==> src/rtl/snn_pkg.sv <==
// Shared types and constants for the spiking weight-fetch datapath:
// controller state encoding, default widths and membrane saturation limits.
package snn_pkg;

    typedef enum logic [2:0] {
        S_IDLE,
        S_REQ,
        S_WAIT,
        S_UPDATE,
        S_DONE
    } state_t;

    localparam int ADDR_W_DEF = 4;
    localparam int DW_DEF     = 8;
    localparam int MEM_W      = 12;
    localparam int V_MAX      = 2047;
    localparam int V_MIN      = -2048;
    localparam int CNT_MAX    = 15;

    // Output 1 wins only on a strictly larger spike count; ties go to output 0.
    function automatic logic [7:0] make_prediction(input logic [3:0] c0, input logic [3:0] c1);
        logic win;
        win = (c1 > c0);
        return {(win ? c1 : c0), 3'b000, win};
    endfunction

endpackage

==> src/rtl/lif_update.sv <==
// Leaky integrate-and-fire step for one neuron: leak, add the accumulated
// weight sum, saturate to the membrane range and compare against threshold.
module lif_update
    import snn_pkg::*;
#(
    parameter int THRESH     = 64,
    parameter int LEAK_SHIFT = 2
) (
    input  logic signed [MEM_W-1:0] v_i,
    input  logic signed [MEM_W-1:0] sum_i,
    output logic signed [MEM_W-1:0] v_next_o,
    output logic                    fire_o
);

    // Two guard bits: |v - leak| <= 2048 and |sum| <= 2048 never overflow 14 bits.
    localparam int EW = MEM_W + 2;
    localparam logic signed [EW-1:0]    SAT_HI = EW'(V_MAX);
    localparam logic signed [EW-1:0]    SAT_LO = EW'(V_MIN);
    localparam logic signed [MEM_W-1:0] TH     = MEM_W'(THRESH);

    logic signed [EW-1:0] v_ext;
    logic signed [EW-1:0] sum_ext;
    logic signed [EW-1:0] acc;

    always_comb begin
        v_ext   = {{2{v_i[MEM_W-1]}}, v_i};
        sum_ext = {{2{sum_i[MEM_W-1]}}, sum_i};
        acc     = v_ext - (v_ext >>> LEAK_SHIFT) + sum_ext;
        if (acc > SAT_HI) begin
            v_next_o = MEM_W'(V_MAX);
        end else if (acc < SAT_LO) begin
            v_next_o = MEM_W'(V_MIN);
        end else begin
            v_next_o = acc[MEM_W-1:0];
        end
        fire_o = (v_next_o >= TH);
    end

endmodule

==> src/rtl/weight_fetch_lif.sv <==
// Two-output LIF classifier: fetches one weight per active input spike over a
// request/valid port, integrates per output, and reports the winning output.
//
//   state    | meaning
//   S_IDLE   | waiting for start
//   S_REQ    | issue a read for the next active input, or move on to update
//   S_WAIT   | read outstanding, address held until w_valid
//   S_UPDATE | leak/integrate/fire for the current output
//   S_DONE   | prediction valid, done pulse
module weight_fetch_lif
    import snn_pkg::*;
#(
    parameter int ADDR_W     = ADDR_W_DEF,
    parameter int DW         = DW_DEF,
    parameter int NUM_STEPS  = 4,
    parameter int THRESH     = 64,
    parameter int LEAK_SHIFT = 2
) (
    input  logic              clk,
    input  logic              rst_n,
    input  logic              start,
    input  logic [7:0]        spikes_in,
    output logic              w_req,
    output logic [ADDR_W-1:0] w_addr,
    input  logic              w_valid,
    input  logic [DW-1:0]     w_data,
    output logic              busy,
    output logic              done,
    output logic [7:0]        prediction
);

    state_t                   state_q, state_d;
    logic [7:0]               spikes_q, spikes_d;
    logic [7:0]               pending_q, pending_d;
    logic                     out_q, out_d;
    logic [3:0]               step_q, step_d;
    logic [3:0]               step_nxt;
    logic signed [MEM_W-1:0]  sum_q, sum_d;
    logic signed [MEM_W-1:0]  v0_q, v0_d, v1_q, v1_d;
    logic [3:0]               cnt0_q, cnt0_d, cnt1_q, cnt1_d;
    logic                     w_req_q, w_req_d;
    logic [ADDR_W-1:0]        w_addr_q, w_addr_d;
    logic [7:0]               pred_q, pred_d;

    logic [2:0]               idx;
    logic signed [MEM_W-1:0]  v_cur, v_new, v_upd;
    logic                     fire;
    state_t                   after_update;

    assign v_cur = out_q ? v1_q : v0_q;

    lif_update #(
        .THRESH     (THRESH),
        .LEAK_SHIFT (LEAK_SHIFT)
    ) u_lif (
        .v_i      (v_cur),
        .sum_i    (sum_q),
        .v_next_o (v_new),
        .fire_o   (fire)
    );

    function automatic logic [3:0] cnt_inc(input logic [3:0] c);
        return (c == 4'(CNT_MAX)) ? c : c + 4'd1;
    endfunction

    always_comb begin
        state_d   = state_q;
        spikes_d  = spikes_q;
        pending_d = pending_q;
        out_d     = out_q;
        step_d    = step_q;
        sum_d     = sum_q;
        v0_d      = v0_q;
        v1_d      = v1_q;
        cnt0_d    = cnt0_q;
        cnt1_d    = cnt1_q;
        w_req_d   = 1'b0;
        w_addr_d  = w_addr_q;
        pred_d    = pred_q;
        step_nxt  = step_q + 4'd1;
        v_upd     = fire ? '0 : v_new;
        // With no active inputs there is nothing to fetch, so update back-to-back.
        after_update = (spikes_q == 8'h00) ? S_UPDATE : S_REQ;

        idx = 3'd0;
        for (int i = 7; i >= 0; i--) begin
            if (pending_q[i]) idx = 3'(i);
        end

        case (state_q)
            S_IDLE: begin
                if (start) begin
                    spikes_d  = spikes_in;
                    pending_d = spikes_in;
                    out_d     = 1'b0;
                    step_d    = 4'd0;
                    sum_d     = '0;
                    v0_d      = '0;
                    v1_d      = '0;
                    cnt0_d    = 4'd0;
                    cnt1_d    = 4'd0;
                    state_d   = S_REQ;
                end
            end
            S_REQ: begin
                if (pending_q != 8'h00) begin
                    w_req_d        = 1'b1;
                    w_addr_d       = ADDR_W'({out_q, idx});
                    pending_d[idx] = 1'b0;
                    state_d        = S_WAIT;
                end else begin
                    state_d = S_UPDATE;
                end
            end
            S_WAIT: begin
                if (w_valid) begin
                    sum_d   = sum_q + {{(MEM_W-DW){w_data[DW-1]}}, w_data};
                    state_d = S_REQ;
                end
            end
            S_UPDATE: begin
                if (!out_q) begin
                    v0_d = v_upd;
                    if (fire) cnt0_d = cnt_inc(cnt0_q);
                end else begin
                    v1_d = v_upd;
                    if (fire) cnt1_d = cnt_inc(cnt1_q);
                end
                sum_d     = '0;
                pending_d = spikes_q;
                if (!out_q) begin
                    out_d   = 1'b1;
                    state_d = after_update;
                end else if (step_nxt == 4'(NUM_STEPS)) begin
                    pred_d  = make_prediction(cnt0_d, cnt1_d);
                    state_d = S_DONE;
                end else begin
                    step_d  = step_nxt;
                    out_d   = 1'b0;
                    state_d = after_update;
                end
            end
            S_DONE: begin
                state_d = S_IDLE;
            end
            default: begin
                state_d = S_IDLE;
            end
        endcase
    end

    always_ff @(posedge clk) begin
        if (!rst_n) begin
            state_q   <= S_IDLE;
            spikes_q  <= 8'h00;
            pending_q <= 8'h00;
            out_q     <= 1'b0;
            step_q    <= 4'd0;
            sum_q     <= '0;
            v0_q      <= '0;
            v1_q      <= '0;
            cnt0_q    <= 4'd0;
            cnt1_q    <= 4'd0;
            w_req_q   <= 1'b0;
            w_addr_q  <= '0;
            pred_q    <= 8'h00;
        end else begin
            state_q   <= state_d;
            spikes_q  <= spikes_d;
            pending_q <= pending_d;
            out_q     <= out_d;
            step_q    <= step_d;
            sum_q     <= sum_d;
            v0_q      <= v0_d;
            v1_q      <= v1_d;
            cnt0_q    <= cnt0_d;
            cnt1_q    <= cnt1_d;
            w_req_q   <= w_req_d;
            w_addr_q  <= w_addr_d;
            pred_q    <= pred_d;
        end
    end

    assign w_req      = w_req_q;
    assign w_addr     = w_addr_q;
    assign busy       = (state_q != S_IDLE) && (state_q != S_DONE);
    assign done       = (state_q == S_DONE);
    assign prediction = pred_q;

endmodule

==> config.mk <==
export PLATFORM = sky130hd
export DESIGN_NAME = weight_fetch_lif
export DESIGN_NICKNAME = d
export VERILOG_FILES = /design/src/rtl/snn_pkg.sv /design/src/rtl/lif_update.sv /design/src/rtl/weight_fetch_lif.sv
export SDC_FILE = /design/constraint.sdc
export NUM_CORES = 1
export LEC_CHECK = 0
export ABC_AREA = 1
export CORE_UTILIZATION = 45
export CTS_BUF_LIST = sky130_fd_sc_hd__clkbuf_8
export CTS_CLUSTER_SIZE = 28
export DETAILED_ROUTE_END_ITERATION = 16
export SLEW_MARGIN = 20
export SYNTH_ARGS = -nofsm -noshare
export SYNTH_HDL_FRONTEND = slang
export SYNTH_SLANG_ARGS = --single-unit
==> constraint.sdc <==
create_clock -name clk -period 12.4 [get_ports clk]
set_input_delay 1.86 -clock clk [delete_from_list [all_inputs] [get_ports clk]]
set_output_delay 1.86 -clock clk [all_outputs]
set_load 0.05 [all_outputs]
Word-level counts from Yosys, hierarchy flattened. Index checks and enable logic that the tools add are counted.

Output and inout bits: 15. Input port bits: 20. Register bits: 78. Logic and storage cells: 112.

Bitwise logic cells: 2. Multiplexer cells: 51. Reductions and logical operators: 20. Eq/ne operators: 14. Add/sub/neg operators: 6. $lt $le $gt $ge: 6.

Operator list (number): $mux 12 (8); $mux 4 (12); $pmux 12 s2 (2); $mux 3 (12); $pmux 12 s3 (1); $pmux 4 s2 (3); $pmux 8 s3 (1); $mux 8 (2); $reduce_and 3->1 (5); $add 13x12->14 (1); $gt 14x12->1 const B (1); $lt 14x12->1 const B (1); $sub 12x10->13 (1); $add 12x12->12 (1); $add 4x1->4 const B (3); $ge 12x8->1 const B (1); $ne 2x2->1 const B (6); $pmux 3 s4 (1); $reduce_and 2->1 (5); $reduce_bool 3->1 (3); $and 8x8->8 (1); $eq 4x4->1 const B (2); $logic_not 8->1 (1); $not 8->8 (1); other kinds (17) (24).

Longest topological paths before layout. Gate-level depths: netlist (run 1).

Word-level depth: 16. Mapped depth: 36.

Hierarchy. From an unflattened synthesis (run 1), not the netlist that was laid out.

Cells, all modules: 831. Area total of the unflattened synthesis: 5480.3 sq um.

Modules (own cells, without submodules): weight_fetch_lif (times used 1, cells an instance 633, area each 4299.1 sq um, seq. area each 1561.5 sq um); lif_update (times used 1, cells an instance 198, area each 1181.1 sq um, seq. area each 0.0 sq um).

Worst setup path before layout (run 1). OpenSTA, ideal clock, no wires.

Path kind: reg-to-reg. From: register out_q. To: register pred_q[4] (netlist: prediction[4]). Arrival time: 4.448 ns. Data required time: 12.287 ns. Stages on the path, launching flop included: 32. Library setup time: 0.113 ns. Slack: 7.839 ns. Buffers on the path: 2. Path through: dfxtp_1 > buf_2 > buf_1 > mux2i_1 > fa_1 > inv_1 > fa_1 > nand3b_1 > nand2_1 > nand3_1 > nand3_1 > nand2_1 > nand2_1 > nand2_1 > nand2_4 > o21ai_2 > nand2_2 > nor2_4 > nor2_8 > nand2_2 > nor4_1 > o21ai_0 > ha_1 > nand2_1 > nor2_2 > nand2_2 > nand2_4 > nand2_4 > nand2_1 > nand2_1 > o21ai_1 > inv_1.

Cells in the longest elaborated chain, start to end: 12.

Ends and longest elaborated chain: from (decl) (RTL line weight_fetch_lif.sv:35) `logic out_q, out_d;`; from (signal assigned) (RTL line weight_fetch_lif.sv:171) `out_q <= out_d;`; $mux 12 (RTL line weight_fetch_lif.sv:50) `assign v_cur = out_q ? v1_q : v0_q;`; $sub 12x10->13 (RTL line lif_update.sv:28) `acc = v_ext - (v_ext >>> LEAK_SHIFT) + sum_ext;`; $add 13x12->14 (RTL line lif_update.sv:28); $lt 14x12->1 (RTL line lif_update.sv:31) `end else if (acc < SAT_LO) begin`; $mux 12 (RTL line lif_update.sv:31); $mux 12 (RTL line lif_update.sv:29) `if (acc > SAT_HI) begin`; $ge 12x8->1 (RTL line lif_update.sv:36) `fire_o = (v_next_o >= TH);`; $mux 4 (on tied branches) (RTL line weight_fetch_lif.sv:127, weight_fetch_lif.sv:124); $mux 4 (RTL line weight_fetch_lif.sv:122) `if (!out_q) begin`; $mux 4 (RTL line weight_fetch_lif.sv:90) `case (state_q)`; $gt 4x4->1 (RTL line snn_pkg.sv:23) `win = (c1 > c0);`; $mux 4 (RTL line snn_pkg.sv:24) `return {(win ? c1 : c0), 3'b000, win};`; to (signal assigned) (RTL line weight_fetch_lif.sv:180) `pred_q <= pred_d;`; to (decl) (RTL line weight_fetch_lif.sv:43) `logic [7:0] pred_q, pred_d;`.

Parallel ways exist; a longest one is shown, timed or not. The select of a mux whose other input is x is not followed. A chain may end at the register's enable or synchronous reset.

Worst setup path after layout (run 1). Ends and elaborated chain as after synthesis.

==> results of run 1 <==
==> routing by layer <==
layer / up-vias / track usage (%) / part of all wire [%]
met5: - / 0 / 0
met4: 0 / 8.10 / 1.4
met3: 12 / 3.17 / 3.8
met2: 88 / 35.0 / 43
met1: 2189 / 33.3 / 51
li1: 2523 / - / -
==> worst max-delay path: cells and delay by family, from the launching register on <==
family / cells / cell delay, ns
fa+ha+maj: 3 / 1.23
compound gates: 5 / 0.86
simple gates: 18 / 2.24
buf+inv: 5 / 0.80
flops: 1 / 0.81
==> cell usage in the layout, fill, tap and decap left out, drive strengths merged, types with 12 or more instances in the layout <==
cell type      instances
nand2                165
o21ai                 69
a21oi                 96
nand4                 12
fa                    12
inv                  123
nand3                 37
dfxtp                 78
nor2                  54
ha                    32
clkdlybuf4s50         31
or2                   15
==> final timing paths <==
| check | from | end | slack, ns | cells after the start |
|---|---|---|---|---|
| max reg2reg | out_q | prediction[4] | 6.34 | 31 |
| max | out_q | prediction[4] | 6.34 | 31 |
| min | step_q[3] | step_q[3] | 0.46 | 1 |
| min reg2reg | step_q[3] | step_q[3] | 0.46 | 1 |
==> cell type report <==
cell class                      instances  area (um2)  share of cell area [%]
Clock inverter                          7         103                    1.73
Multi-Input combinational cell        543        3150                    53.2
Inverter                              120         450                    7.62
Timing Repair Buffer                   36         348                    5.88
Clock buffer                            9         124                    2.09
Sequential cell                        78        1560                    26.4
Tap cell                              143         179                    3.03
==> sequential cells by signal, summed over array words and instances, names as in the netlist <==
name,cells
cnt1_q,4
out_q,1
step_q,4
w_req,1
w_addr,4
cnt0_q,4
prediction,5
pending_q,8
sum_q,12
spikes_q,8
v0_q,12
v1_q,12
state_q,3
==> cell families after synthesis <==
kind of cell / after synthesis
buf+inv: 142
mux: 2
xor+xnor: 13
compound gates: 181
flops: 78
fa+ha+maj: 44
simple gates: 300
other cells: 1
==> through the flow <==
step / worst slack [ns] / total power (uW) / util, % / instances
2_1_floorplan: 7.84 / 779 / - / 763
3_3_place_gp: 6.54 / 891 / 50.0 / 920
3_5_place_dp: 6.37 / 903 / 50.0 / 920
4_1_cts: 6.35 / 1130 / 52.0 / 936
5_1_grt: 5.67 / 1230 / 52.0 / 936
6_report: 6.34 / 1130 / 52.0 / 936
==> power by group through the flow <==
stage | sequential [uW] | combinational [uW] | clock, uW
6_report | 287 | 614 | 227
5_1_grt | 290 | 695 | 241
4_1_cts | 287 | 613 | 230
3_5_place_dp | 293 | 610 | 0
3_3_place_gp | 292 | 599 | 0
2_1_floorplan | 297 | 482 | 0
==> impl_metrics.yaml, run 1 <==
clock_tree:
  cts_buffer_depth: 2
  cts_buffers: 9
  root_buffer: "clkbuf_8"
  post_cts_buffers: 0
  htreeDepth: 3
  ctsResizeCount: 0
  tritoncts: "yes"
  clock_sinks: 78
  clk_latency_ns: 0.38
  cts_hold_buf: 0
  clk_pin_slew_ns: 0.10
power_and_ir_drop:
  ir_drop_v: 0.000151
  powerDensity_nw_per_um2: 191
  p_sw_share_pct: 47.3
  p_comb_share_pct: 54.4
  p_clk_share_pct: 20.1
  pwr-share-seq_pct: 25.5
  leakagePower_uw: 0.00270
  net-switching-power_uw: 534
  internal_power_uw: 595
sta:
  clock-skew-final_ns: 0.0115
  worstMarginPinSlew_ns: 0.755
  tns_ns: 0
  holdWs_ns: 0.463
  hold_violations: 0
  rsz0062_at_grt: "false"
  period_share_pct: 48.9
  min_period_ns: 6.06
  setup_violations: 0
  clock.fmax_ghz: 0.165
  slew_headroom_pct: 49.6
  slew_violations: 0
place:
  post_dp_cell_area_um2: 5690
  place_congestion: 0.878
  io_buffers: 31
  dp.final_hpwl_mm: 9.85
cells_and_area:
  finalNetCount: 852
  layout-drive-gt1-share_pct: 8.45
  syn_to_final_growth_pct: 12.7
  diodes: 0
  fillerInstances: 1136
  design_area_um2: 5910
floorplan:
  start_util_pct: 46.2
  placementRows: 39
  io_pins: 35
  dieWidth_um: 110
  core_um2: 11400
  die_h_um: 110
  die-area_um2: 12100
synthesis:
  netlist.area_leader.share_pct: 29.7
  ys.flop_type: "dfxtp_1"
  synth_cells: 761
  syn_area_um2: 5250
  yosysWarnings: 0
  syn_avg_cell_area_um2: 6.90
  synth.area.top_cells: "dfxtp_1 (30%), nand2_1 (11%), a21oi_1 (9.0%)"
  seq_area_frac_synth_pct: 29.7
  yosys_register_bits: 78
  ys_types: 45
  synth_edf_count: 0
  async_flop_share_pct: 0
  synth_xor_area_share_pct: 2.17
  synth_compound_area_share_pct: 18.7
  synthSimpleGateAreaFrac_pct: 26.3
  synth_fa_ha_area_share_pct: 12.2
  yosysTopAreaCell: "dfxtp_1"
  synth_mux_area_share_pct: 0.381
  synth_top_family_by_area: "simple AND/OR/NAND/NOR gates"
  synth_commonest_cells: "nand2_1 (151), inv_1 (113), a21oi_1 (94)"
  yosysMostFrequentCell: "nand2_1"
critical_path:
  required_ns: 12.68
  endpoint_kind: "register"
  start_kind: "register"
  cp_max_fo: 20
  criticalPathCategory: "reg2reg"
  cpMaxStageDelayCell: "dfxtp_1"
  crit_top_cell: "nand2_1"
  arrival_ns: 6.34
  max_stage_delay_ns: 0.81
hold_path:
  min-delay-path-class: "reg2reg"
routing:
  drt_iter0_drc: 277
  via_per_inst: 5.14
  ant_nets: 0
  drtPass1Iterations: 5
  avgRoutedWirePerCell_um: 13.9
  finalWirelength_mm: 13.0
  drc: 0
  via_count: 4812
grt:
  antenna_found_initial: 0
  grt_max_degree: 40
  grt_pass1_wl_mm: 21.3
  grt_usage_pct: 23.1
  grt_pass1_vias: 4387
  grt_overflow: 0
run_status:
  outcome: "finished, final reports clean"
job:
  drv_cap: 0
No activity file was read; power rests on OpenSTA's default activity.
==> run 2: changes to the inputs <==
==> constraint.sdc (replaced) <==
create_clock -name clk -period 5.7 [get_ports clk]
set_input_delay 0.855 -clock clk [delete_from_list [all_inputs] [get_ports clk]]
set_output_delay 0.855 -clock clk [all_outputs]
set_load 0.05 [all_outputs]
==> run 2 against run 1 <==
  * Core utilization is 0.29 points higher
  * Non-clock buffer count is 2 higher
  * Sequential power is 120% higher
  * Power is 120% higher
  * Count of clock-buffer cells in the layout stayed put
  * Clock skew is 0.0036 ns higher
  * Sequential cell count stayed put
  * Highest routed layer unchanged
  * Global-route usage is 0.28 points lower
  * Cell area is 0.55% higher
  * Sequential share of layout area is 0.14 points lower
==> impl_metrics.yaml, run 2 (synthesis gave the netlist of run 1 again) <==
run_status:
  outcome: "finished, final reports clean"
power_and_ir_drop:
  p_sw_share_pct: 46.1
  finalPower_uw: 2480
  p_clk_share_pct: 20.8
  pwr-share-seq_pct: 25.2
  p_comb_share_pct: 54.0
  net-switching-power_uw: 1140
  powerDensity_nw_per_um2: 416
  ir_drop_v: 0.000396
  internal_power_uw: 1330
  leakagePower_uw: 0.00271
place:
  place_congestion: 0.833
  dp_cells: 922
  dp.final_hpwl_mm: 10.1
  post_dp_cell_area_um2: 5700
  io_buffers: 31
critical_path:
  cp_max_fo: 11
  cpMaxStageDelayCell: "fa_1"
  r2r_cells: 34
  cp-startpoint: "out_q"
  endpoint_kind: "register"
  arrival_ns: 5.39
  r2r-end: "prediction[4]"
  r2r_slack_ns: 0.57
  max_stage_delay_ns: 0.41
  r2r_start: "out_q"
  criticalPathCategory: "reg2reg"
  required_ns: 5.96
  start_kind: "register"
sta:
  hold_violations: 0
  slew_headroom_pct: 45.1
  tns_ns: 0
  rsz0062_at_grt: "false"
  setup_violations: 0
  clock.fmax_ghz: 0.195
  slew_violations: 0
  period_share_pct: 90.0
  clock-skew-final_ns: 0.0151
  min_period_ns: 5.13
  worstMarginPinSlew_ns: 0.822
routing:
  ant_nets: 0
  drt_iter0_drc: 257
  avgRoutedWirePerCell_um: 13.9
  finalWirelength_mm: 13.1
  via_count: 4886
  drtPass1Iterations: 5
  via_per_inst: 5.21
  drc: 0
clock_tree:
  htreeDepth: 3
  cts_buffers: 9
  root_buffer: "clkbuf_8"
  clk_latency_ns: 0.36
  cts_hold_buf: 0
  cts_buffer_depth: 2
  ctsResizeCount: 0
  post_cts_buffers: 0
  tritoncts: "yes"
  clk_pin_slew_ns: 0.09
  clock_sinks: 78
hold_path:
  min-delay-path-class: "reg2reg"
  min_path_cells: 1
  hold_end: "step_q[3]"
  hold_start: "step_q[3]"
floorplan:
  start_util_pct: 46.2
  core_um2: 11400
  dieWidth_um: 110
  placementRows: 39
  die_h_um: 110
  io_pins: 35
  die-area_um2: 12100
grt:
  grt_usage_pct: 22.8
  grt_max_degree: 40
  grt_overflow: 0
  grt_pass1_vias: 4525
  grt_pass1_wl_mm: 21.1
  antenna_found_initial: 0
cells_and_area:
  layout-drive-gt1-share_pct: 8.68
  stdcell_count: 938
  finalNetCount: 854
  syn_to_final_growth_pct: 13.3
  reg_top3: "sum_q: 12 flops, v0_q: 12 flops, v1_q: 12 flops"
  fillerInstances: 1130
  layout_common_cells: "nand2_1 (151), inv_1 (113), a21oi_1 (94)"
  diodes: 0
  final_common_cell: "nand2_1"
  design_area_um2: 5950
job:
  drv_cap: 0
==> run 2: power groups by stage <==
| stage | clock (uW) | sequential, uW | combinational [uW] |
|---|---|---|---|
| floorplan | 0 | 646 | 1050 |
| global placement | 0 | 634 | 1300 |
| detailed placement | 0 | 635 | 1330 |
| CTS | 529 | 622 | 1340 |
| global route | 552 | 629 | 1500 |
| finish | 516 | 623 | 1340 |
==> run 2: critical path: cells and delay by family, from the launching register on <==
family                     cells  cell delay (ns)
and+or+nand+nor               18             2.16
DFF                            1             0.36
buffers and inverters          7             0.53
AOI/OAI and AO/OA              5             0.75
adders and majority gates      4             1.24
==> run 2: metal layers <==
layer / share of wire [%] / vias up / GRT usage (%)
li1: - / 2531 / -
met3: 3.2 / 24 / 4.47
met2: 44 / 84 / 36.0
met5: 0 / - / 0
met1: 51 / 2247 / 30.9
met4: 2.1 / 0 / 7.71
==> run 2: worst max-delay path by stage <==
stage               endpoint  slack (ns)  cells past startpoint
2_1_floorplan  prediction[4]        1.14                     31
3_3_place_gp   prediction[4]        0.75                     34
3_5_place_dp   prediction[4]        0.59                     34
4_1_cts        prediction[4]        0.54                     34
5_1_grt        prediction[4]       0.002                     34
6_report       prediction[4]        0.57                     34
==> run 2: layout make-up <==
class,instances,area (um2),area share [%]
multi-input combinational,543,3150,53.0
sequential,78,1560,26.3
inverter,120,450,7.57
timing repair buffer,38,363,6.10
tap,143,179,3.01
clock buffer,9,124,2.08
clock inverter,7,120,2.02
==> run 2: through the flow <==
| step | hold slack, ns | setup WS, ns | utilization [%] |
|---|---|---|---|
| after floorplan | 0.423 | 1.14 | - |
| after global placement | 0.437 | 0.748 | 50.2 |
| after detailed placement | 0.458 | 0.590 | 50.2 |
| after CTS | 0.471 | 0.539 | 52.3 |
| after global routing | 0.491 | 0.00237 | 52.3 |
| final | 0.472 | 0.571 | 52.3 |
